--- config.mk ---
export PLATFORM = sky130hd
export DESIGN_NAME = button_step_encoder
export DESIGN_NICKNAME = d
export VERILOG_FILES = /design/src/rtl/button_step_encoder_pkg.sv /design/src/rtl/button_step_encoder_btn_debounce.sv /design/src/rtl/button_step_encoder.sv
export SDC_FILE = /design/constraint.sdc
export NUM_CORES = 1
export LEC_CHECK = 0
export BUFFER_PORTS_ARGS = -buffer_cell sky130_fd_sc_hd__buf_2
export CAP_MARGIN = 10
export CELL_PAD_IN_SITES_DETAIL_PLACEMENT = 0
export CELL_PAD_IN_SITES_GLOBAL_PLACEMENT = 2
export CORE_ASPECT_RATIO = 0.6
export CORE_MARGIN = 3
export CORE_UTILIZATION = 39
export CTS_CLUSTER_DIAMETER = 60
export DETAILED_ROUTE_END_ITERATION = 6
export PLACE_DENSITY = 0.84
export SETUP_SLACK_MARGIN = 0.2
export SKIP_CTS_REPAIR_TIMING = 1
export SYNTH_ARGS = -nofsm -noshare
export SYNTH_HDL_FRONTEND = slang
export SYNTH_SLANG_ARGS = --single-unit
--- constraint.sdc ---
create_clock -name clk1 -period 3.6 [get_ports clk1]
set_clock_uncertainty 0.05 [all_clocks]
set_input_delay 0.54 -clock clk1 [delete_from_list [all_inputs] [get_ports clk1]]
set_output_delay 0.54 -clock clk1 [all_outputs]
set_load 0.02 [all_outputs]
--- src/rtl/button_step_encoder_pkg.sv ---
`default_nettype none
// ============================================================================
// Module  : button_step_encoder_pkg
// Purpose : Shared encodings for the button step encoder and the rotator
//           clock-select stage. The arbiter state encodings and the step
//           direction constants live here so both sides agree on them.
// Contents: c_ST_*  - 2-bit arbiter states (IDLE, HELD_A, HELD_B, LOCK)
//           c_DIR_* - step direction (CW = clk1->clk2->clk3, CCW = reverse)
// Revision: 1.0 - initial release
// ============================================================================
package button_step_encoder_pkg;

    // Arbiter state encodings
    localparam logic [1:0] c_ST_IDLE   = 2'd0;
    localparam logic [1:0] c_ST_HELD_A = 2'd1;
    localparam logic [1:0] c_ST_HELD_B = 2'd2;
    localparam logic [1:0] c_ST_LOCK   = 2'd3;

    // Step directions; button A steps clockwise, button B counter-clockwise
    localparam logic c_DIR_CW  = 1'b1;
    localparam logic c_DIR_CCW = 1'b0;

endpackage : button_step_encoder_pkg
`default_nettype wire

--- src/rtl/button_step_encoder_btn_debounce.sv ---
`default_nettype none
// ============================================================================
// Module  : btn_debounce
// Purpose : Conditions one asynchronous button pin: 2-FF synchroniser,
//           stability counter, debounced level and a 1-cycle rise pulse.
// Ports   : clk1     in  block clock
//           reset    in  synchronous, active-high
//           i_raw    in  asynchronous button pin, active-high
//           o_level  out debounced level
//           o_rise   out 1-cycle pulse on the cycle the level goes 0->1
// Revision: 1.0 - initial release
// ============================================================================
module btn_debounce #(
    parameter int unsigned DEBOUNCE_CYCLES = 2,
    parameter int unsigned CNT_W           = 4
) (
    input  logic clk1,
    input  logic reset,
    input  logic i_raw,
    output logic o_level,
    output logic o_rise
);

    localparam logic [CNT_W-1:0] c_DEB_LAST = CNT_W'(DEBOUNCE_CYCLES);

    logic [1:0]       r_sync;   // [0] first flop, [1] second flop (synced)
    logic [CNT_W-1:0] r_cnt;
    logic             r_level;
    logic             r_rise;
    logic [CNT_W-1:0] w_cnt_inc;
    logic             w_synced;

    assign w_synced  = r_sync[1];
    assign w_cnt_inc = r_cnt + 1'b1;

    always_ff @(posedge clk1) begin
        if (reset) begin
            r_sync  <= 2'b00;
            r_cnt   <= '0;
            r_level <= 1'b0;
            r_rise  <= 1'b0;
        end else begin
            r_sync <= {r_sync[0], i_raw};
            r_rise <= 1'b0;
            if (w_synced == r_level) begin
                // Any agreeing sample restarts the stability count.
                r_cnt <= '0;
            end else if (w_cnt_inc == c_DEB_LAST) begin
                // Enough consecutive disagreeing samples: accept the new level.
                r_level <= w_synced;
                r_cnt   <= '0;
                r_rise  <= w_synced;
            end else begin
                r_cnt <= w_cnt_inc;
            end
        end
    end

    assign o_level = r_level;
    assign o_rise  = r_rise;

endmodule : btn_debounce
`default_nettype wire

--- src/rtl/button_step_encoder.sv ---
`default_nettype none
// ============================================================================
// Module  : button_step_encoder
// Purpose : Turns the raw buttonA/buttonB pins into one-shot step commands
//           (with press-and-hold auto-repeat) for the rotator clock-select
//           stage, offered over a single-entry valid/ready slot.
// Ports   : clk1       in  block clock
//           reset      in  synchronous, active-high
//           btn_a_raw  in  async button A pin (CW request)
//           btn_b_raw  in  async button B pin (CCW request)
//           cmd_valid  out step command pending
//           cmd_dir    out 1 = CW, 0 = CCW; stable while cmd_valid
//           cmd_ready  in  consumer accepts (transfer on valid & ready)
//           a_level    out debounced level of button A
//           b_level    out debounced level of button B
//           overrun    out sticky: a command was dropped on a full slot
// Revision: 1.0 - initial release
// ============================================================================
module button_step_encoder
    import button_step_encoder_pkg::*;
#(
    parameter int unsigned DEBOUNCE_CYCLES = 2,
    parameter int unsigned REPEAT_DELAY    = 6,
    parameter int unsigned REPEAT_RATE     = 3,
    parameter int unsigned CNT_W           = 4
) (
    input  logic clk1,
    input  logic reset,
    input  logic btn_a_raw,
    input  logic btn_b_raw,
    output logic cmd_valid,
    output logic cmd_dir,
    input  logic cmd_ready,
    output logic a_level,
    output logic b_level,
    output logic overrun
);

    // Reject parameter sets the counters cannot represent.
    if ((DEBOUNCE_CYCLES < 1) || (DEBOUNCE_CYCLES >= (2 ** CNT_W)) ||
        (REPEAT_DELAY    < 1) || (REPEAT_DELAY    >= (2 ** CNT_W)) ||
        (REPEAT_RATE     < 1) || (REPEAT_RATE     >= (2 ** CNT_W))) begin : g_bad_params
        $error("button_step_encoder: timing parameters must be in 1..2**CNT_W-1");
    end

    localparam logic [CNT_W-1:0] c_RPT_DELAY = CNT_W'(REPEAT_DELAY);
    localparam logic [CNT_W-1:0] c_RPT_RATE  = CNT_W'(REPEAT_RATE);
    localparam logic [CNT_W-1:0] c_RPT_ONE   = CNT_W'(1);

    // ------------------------------------------------------------------
    // Button conditioning
    // ------------------------------------------------------------------
    logic w_a_level, w_a_rise;
    logic w_b_level, w_b_rise;

    btn_debounce #(
        .DEBOUNCE_CYCLES (DEBOUNCE_CYCLES),
        .CNT_W           (CNT_W)
    ) u_deb_a (
        .clk1    (clk1),
        .reset   (reset),
        .i_raw   (btn_a_raw),
        .o_level (w_a_level),
        .o_rise  (w_a_rise)
    );

    btn_debounce #(
        .DEBOUNCE_CYCLES (DEBOUNCE_CYCLES),
        .CNT_W           (CNT_W)
    ) u_deb_b (
        .clk1    (clk1),
        .reset   (reset),
        .i_raw   (btn_b_raw),
        .o_level (w_b_level),
        .o_rise  (w_b_rise)
    );

    // ------------------------------------------------------------------
    // Arbiter FSM and repeat counter
    // ------------------------------------------------------------------
    logic [1:0]       r_state;
    logic [CNT_W-1:0] r_rpt;
    logic             r_cmd_valid;
    logic             r_cmd_dir;
    logic             r_overrun;

    logic [1:0]       w_state_nxt;
    logic [CNT_W-1:0] w_rpt_nxt;
    logic             w_gen;
    logic             w_gen_dir;

    always_comb begin
        w_state_nxt = r_state;
        w_rpt_nxt   = r_rpt;
        w_gen       = 1'b0;
        w_gen_dir   = c_DIR_CCW;
        case (r_state)
            c_ST_IDLE: begin
                if (w_a_rise && w_b_rise) begin
                    // Simultaneous presses are ambiguous: issue nothing.
                    w_state_nxt = c_ST_LOCK;
                end else if (w_a_rise && !w_b_level) begin
                    w_gen       = 1'b1;
                    w_gen_dir   = c_DIR_CW;
                    w_rpt_nxt   = c_RPT_DELAY;
                    w_state_nxt = c_ST_HELD_A;
                end else if (w_b_rise && !w_a_level) begin
                    w_gen       = 1'b1;
                    w_gen_dir   = c_DIR_CCW;
                    w_rpt_nxt   = c_RPT_DELAY;
                    w_state_nxt = c_ST_HELD_B;
                end
            end
            c_ST_HELD_A: begin
                if (w_b_level) begin
                    w_state_nxt = c_ST_LOCK;
                end else if (!w_a_level) begin
                    w_state_nxt = c_ST_IDLE;
                end else if (r_rpt == c_RPT_ONE) begin
                    w_gen     = 1'b1;
                    w_gen_dir = c_DIR_CW;
                    w_rpt_nxt = c_RPT_RATE;
                end else begin
                    w_rpt_nxt = r_rpt - 1'b1;
                end
            end
            c_ST_HELD_B: begin
                if (w_a_level) begin
                    w_state_nxt = c_ST_LOCK;
                end else if (!w_b_level) begin
                    w_state_nxt = c_ST_IDLE;
                end else if (r_rpt == c_RPT_ONE) begin
                    w_gen     = 1'b1;
                    w_gen_dir = c_DIR_CCW;
                    w_rpt_nxt = c_RPT_RATE;
                end else begin
                    w_rpt_nxt = r_rpt - 1'b1;
                end
            end
            c_ST_LOCK: begin
                // Stay quiet until both buttons are fully released.
                if (!w_a_level && !w_b_level) begin
                    w_state_nxt = c_ST_IDLE;
                end
            end
            default: begin
                w_state_nxt = c_ST_IDLE;
            end
        endcase
    end

    // ------------------------------------------------------------------
    // State registers and single-entry output slot
    // ------------------------------------------------------------------
    always_ff @(posedge clk1) begin
        if (reset) begin
            r_state     <= c_ST_IDLE;
            r_rpt       <= '0;
            r_cmd_valid <= 1'b0;
            r_cmd_dir   <= c_DIR_CCW;
            r_overrun   <= 1'b0;
        end else begin
            r_state <= w_state_nxt;
            r_rpt   <= w_rpt_nxt;
            if (w_gen) begin
                if (!r_cmd_valid || cmd_ready) begin
                    // Slot is empty or being drained this cycle: reload it.
                    r_cmd_valid <= 1'b1;
                    r_cmd_dir   <= w_gen_dir;
                end else begin
                    // Slot held by the consumer: keep the pending command.
                    r_overrun <= 1'b1;
                end
            end else if (r_cmd_valid && cmd_ready) begin
                r_cmd_valid <= 1'b0;
            end
        end
    end

    assign cmd_valid = r_cmd_valid;
    assign cmd_dir   = r_cmd_dir;
    assign a_level   = w_a_level;
    assign b_level   = w_b_level;
    assign overrun   = r_overrun;

endmodule : button_step_encoder
`default_nettype wire

======== Yosys cells after proc, flatten, opt, wreduce, memory -nomap -nowiden ========
Index checks and enable logic that the tools add are counted.
word-level totals
  register bits ........................... 25
  output and inout bits ................... 5
  logic and storage cells ................. 96
cells by class
  add/subtract/negate cells ............... 3
  equal/unequal tests ..................... 19
  muxes and demuxes ....................... 33
  bitwise operators ....................... 5
  reduce and logical (&&, ||, !) cells .... 23
operators by type and width
  kind                   count
  $mux W4                8
  $mux W2                8
  $mux W1                13
  $pmux W4 S3            1
  $reduce_or A3 Y1       4
  $reduce_and A2 Y1      5
  $add A4 B1 Y4 const B  2
  $eq A4 B2 Y1 const B   2
  $ne A2 B2 Y1 const B   4
  $pmux W2 S4            1
  $reduce_and A7 Y1      1
  $ne A2 B1 Y1 const B   3
  $ne A3 B3 Y1 const B   2
  $logic_and A1 B1 Y1    5
  $not A1 Y1             5
  $eq A2 B2 Y1 const B   2
  $eq A4 B1 Y1 const B   1
  $ne A4 B4 Y1 const B   1
  $reduce_and A4 Y1      1
  $sub A4 B1 Y4 const B  1
  $logic_not A1 Y1       3
  $ne A3 B2 Y1 const B   1
  $pmux W1 S3            1
  $reduce_bool A3 Y1     1
  other kinds (6)        7

======== Depth between registers and ports, before layout ========
  depth in word-level cells ............... 8
  depth in mapped cells ................... 8
  gate-level depth less buffers ........... 7

======== Modules after synthesis ========
Synthesis repeated with hierarchy kept, for this count alone.
unflattened totals
  cell total of the unflattened synthesis .. 144
  area total of the unflattened synthesis .. 1360.1 um^2
modules (own cells, without submodules)
  module               instances  cells each  area an instance (um^2)  sequential area each (um^2)
  button_step_encoder  1          82          689.4                    180.2
  btn_debounce         2          31          335.3                    160.2

======== Worst setup path before layout ========
Ideal clock, no wire load.
  kind .................................... register to register
  from .................................... register r_rpt[0]
  to ...................................... register r_cmd_dir, in the netlist cmd_dir
  arrival ................................. 1.841 ns
  data required time ...................... 3.418 ns
  path slack .............................. 1.577 ns
  cell stages (with the launch flop) ...... 8
  buffers on the path ..................... 1
  clock period less this slack ............ 2.023 ns
  cell sequence ........................... dfxtp_1 ha_1 or3b_2 clkbuf_1 a21o_1 a21o_1 a2111oi_0 nor3_1
between the ends
  cells in the longest elaborated chain, start to end .. 6
ends and longest elaborated chain
  element                            RTL line                                                source
  from (decl)                        button_step_encoder.sv:82                               logic [CNT_W-1:0] r_rpt;
  from (signal assigned)             button_step_encoder.sv:164                              r_rpt <= w_rpt_nxt;
  $eq A4 B1 Y1 *                     button_step_encoder.sv:119, button_step_encoder.sv:132
  $mux W1 *                          button_step_encoder.sv:119, button_step_encoder.sv:132
  $mux W1, on equally long branches  button_step_encoder.sv:130, button_step_encoder.sv:117
  $mux W1, on equally long branches  button_step_encoder.sv:128, button_step_encoder.sv:115
  $pmux W1 S3                        button_step_encoder.sv:97                               case (r_state)
  $reduce_and A2 Y1 (no line)        -
  to (signal assigned)               button_step_encoder.sv:160                              r_cmd_dir <= c_DIR_CCW;
  to (signal assigned)               button_step_encoder.sv:169                              r_cmd_dir <= w_gen_dir;
  to (decl)                          button_step_encoder.sv:84                               logic r_cmd_dir;
Mark *: on every way between the ends. The rest lies on a longest branch, timed or not.
A chain may end at the register's enable or synchronous reset.

======== Final worst setup path ========
Same ends and word-level chain as after synthesis.

==> results_dict.tcl <==
set metrics [dict create \
    fp.dieArea_mm2 0.00415 \
    drv_cap 0 \
    wl_per_cell_um 12.1 \
    path_max_fanout 6 \
    regToRegStartpoint "r_rpt[0]$_SDFFE_PP0P_" \
    routed_wl_um 2400 \
    placed_area_mm2 0.00139 \
    die_h_um 51.1 \
    hold_violations 0 \
    cts_tree "yes" \
    synth_area_per_cell_um2 8.93 \
    core-area_mm2 0.00304 \
    syn_nets 164 \
    nNetsFinal 173 \
    place.gp.congestion 0.769 \
    ys_ff_latch 25 \
    slew_viol_final 0 \
    grt_overflow 0 \
    synthToLayoutAreaGrowth_pct 8.24 \
    cts_made_buffers 3 \
    criticalPathCategory "reg -> reg" \
    io_pins 10 \
    cts_root_buf "clkbuf_8" \
    crit_path_frequent_cell "a21o_1" \
    final_util 0.470 \
    hpwl_um 1810 \
    ys.warnings.count 0 \
    min-delay-start "u_deb_b.r_sync[0]$_SDFF_PP0_" \
    routed.top_layer "met4" \
    holdPathEnd "u_deb_b.r_sync[1]$_SDFF_PP0_" \
    regToRegSetupSlack_ps 1470 \
    crit_slowest_cell "or3b_2" \
    finalInstanceArea_mm2 0.00143 \
    final_antenna_net_count 0 \
    antenna_found_initial 0 \
    met2_length_um 875 \
    clock_sinks 25 \
    leakagePower_nw 0.564 \
    path_clk_slew_ps 90 \
    layout-drive-gt1-share 0.115 \
    insertedDiodeCount 0 \
    cp.arrival_ps 2230 \
    critPathTopFamily "compound AO/OA/AOI/OAI gates" \
    worstMarginPinSlew_ps 431 \
    setup_viol 0 \
    wl_met1_um 1420 \
    grt_pass1_vias 890 \
    h-tree-depth 1 \
    hold_depth 1 \
    fmax_mhz 469 \
    vias 990 \
    syn-cell-area_mm2 0.00132 \
    synth_cell_types 37 \
    p_per_area_mw_per_mm2 517 \
    ys_seq_area_frac 0.379 \
    rows 15 \
    period_minus_slack_ps 2130 \
    grt_max_degree 20 \
    gr-usage-all-layers 0.132 \
    port_buffers 9 \
    crit_required_ps 3700 \
    drtPass1Iterations 4 \
    ff2ff_path_depth 6 \
    cpPeakStageDelay_ps 530 \
    relSlewSlack 0.712 \
    path_buf_inv 0 \
    start_util 0.435 \
    finalSetupTns_ps 0 \
    insertion_delay_ps 270 \
    startpoint_type "flip-flop" \
    hold_class "reg -> reg" \
    timing.rr.end "cmd_dir$_SDFFE_PP0P_" \
    crit_chain "ha_1 > or3b_2 > a21o_1 > a21o_1 > a2111oi_0 > nor3_1" \
    grt_pass1_wl_um 4170 \
    dr_wl_met3_um 90 \
    synthCells 148 \
    drt_iter0_drc 81 \
    clockBufferDepth 2 \
    die_w_um 81.1 \
    vdd_drop_max_mv 0.259 \
    rsz0062_at_grt "false" \
    status "complete, no violations" \
    total_power_w 0.000739 \
    critPathCaptureType "flip-flop" \
    worst_hold_slack_ps 387 \
    viasPerCell 5.00 \
    drc 0 \
    final.period_utilization 0.592 \
]
-- state kept, by name, summed over array words and instances (netlist names), 2 cells and up --
| name | cells |
|---|---|
| r_rpt | 4 |
| r_state | 2 |
| u_deb_a.r_cnt | 4 |
| u_deb_a.r_sync | 2 |
| u_deb_b.r_cnt | 4 |
| u_deb_b.r_sync | 2 |
-- kinds of logic after synthesis --
| kind of cell | Yosys count | share of synthesized area |
|---|---|---|
| compound gates | 32 | 0.162 |
| xor+xnor | 6 | 0.0398 |
| fa+ha+maj | 11 | 0.104 |
| buf+inv | 15 | 0.0540 |
| flops | 25 | 0.379 |
| mux | 2 | 0.0152 |
| simple gates | 57 | 0.246 |
-- where the power goes --
part / internal [W] / switching, W
Clock: 0.0000791 / 0.0000843
Sequential: 0.000304 / 0.0000219
Combinational: 0.000115 / 0.000135
-- synth_stat cells --
cell / count / area (µm²)
dfxtp_1: 25 / 500
nor2_1: 13 / 48.8
ha_1: 11 / 138
a21oi_1: 10 / 50.1
inv_1: 10 / 37.5
nand2_1: 8 / 30.0
nor2b_1: 6 / 37.5
nand2b_1: 5 / 31.3
nor3_1: 5 / 25.0
o21ai_0: 5 / 25.0
a211o_1: 4 / 35.0
nand3b_1: 4 / 30.0
a21o_1: 3 / 22.5
clkbuf_1: 3 / 11.3
nand3_1: 3 / 15.0
nor3b_1: 3 / 22.5
xnor2_1: 3 / 26.3
xor2_1: 3 / 26.3
and2_1: 2 / 12.5
and3_1: 2 / 12.5
buf_6: 2 / 22.5
mux2i_1: 2 / 20.0
o22ai_1: 2 / 12.5
a2111oi_0: 1 / 8.76
a211o_2: 1 / 10.0
a211oi_1: 1 / 7.51
a21boi_0: 1 / 7.51
a21o_2: 1 / 8.76
a221o_1: 1 / 10.0
a221oi_1: 1 / 8.76
and2b_2: 1 / 8.76
and3b_1: 1 / 8.76
nor3b_4: 1 / 18.8
o21a_1: 1 / 7.51
or3_2: 1 / 7.51
or3b_2: 1 / 8.76
or4_1: 1 / 7.51
-- layout make-up --
cell class	count	area, µm²
clock buffers	4	45.0
flip-flops and latches	25	500
multi-input cells	108	749
well taps	42	52.6
repair buffers	9	45.0
fillers	296	1610
inverters	10	37.5
-- per-layer routing --
layer  vias up  track usage
li1        527            -
met4         0       0.0337
met3         2       0.0423
met5         -            0
met2        11        0.178
met1       450        0.197
-- how the worst max path moves through the flow --
| stage | start | cells past startpoint | end |
|---|---|---|---|
| floorplan | r_rpt[0]$_SDFFE_PP0P_ | 7 | cmd_dir$_SDFFE_PP0P_ |
| global placement | r_rpt[1]$_SDFFE_PP0P_ | 7 | cmd_dir$_SDFFE_PP0P_ |
| detailed placement | r_rpt[0]$_SDFFE_PP0P_ | 6 | cmd_dir$_SDFFE_PP0P_ |
| CTS | r_state[0]$_SDFFE_PP0P_ | 6 | r_rpt[3]$_SDFFE_PP0P_ |
| global route | r_rpt[1]$_SDFFE_PP0P_ | 7 | cmd_dir$_SDFFE_PP0P_ |
| finish | r_rpt[0]$_SDFFE_PP0P_ | 6 | cmd_dir$_SDFFE_PP0P_ |
-- through the flow --
| stage | std cells | setup WS [ps] |
|---|---|---|
| floorplan | 148 | 1580 |
| global placement | 194 | 1530 |
| detailed placement | 194 | 1480 |
| CTS | 198 | 1470 |
| global route | 198 | 1240 |
| finish | 198 | 1470 |
-- layout by cell type, fill, tap and decap left out, drive strengths merged, types with 2 or more instances in the layout --
master	instances
a211o	5
a21o	4
a21oi	10
and2	2
and3	2
buf	9
clkbuf	4
dfxtp	25
ha	11
inv	10
mux2i	2
nand2	8
nand2b	5
nand3	3
nand3b	4
nor2	13
nor2b	6
nor3	5
nor3b	4
o21ai	5
o22ai	2
xnor2	3
xor2	3
(Power assumes the default switching activity.)
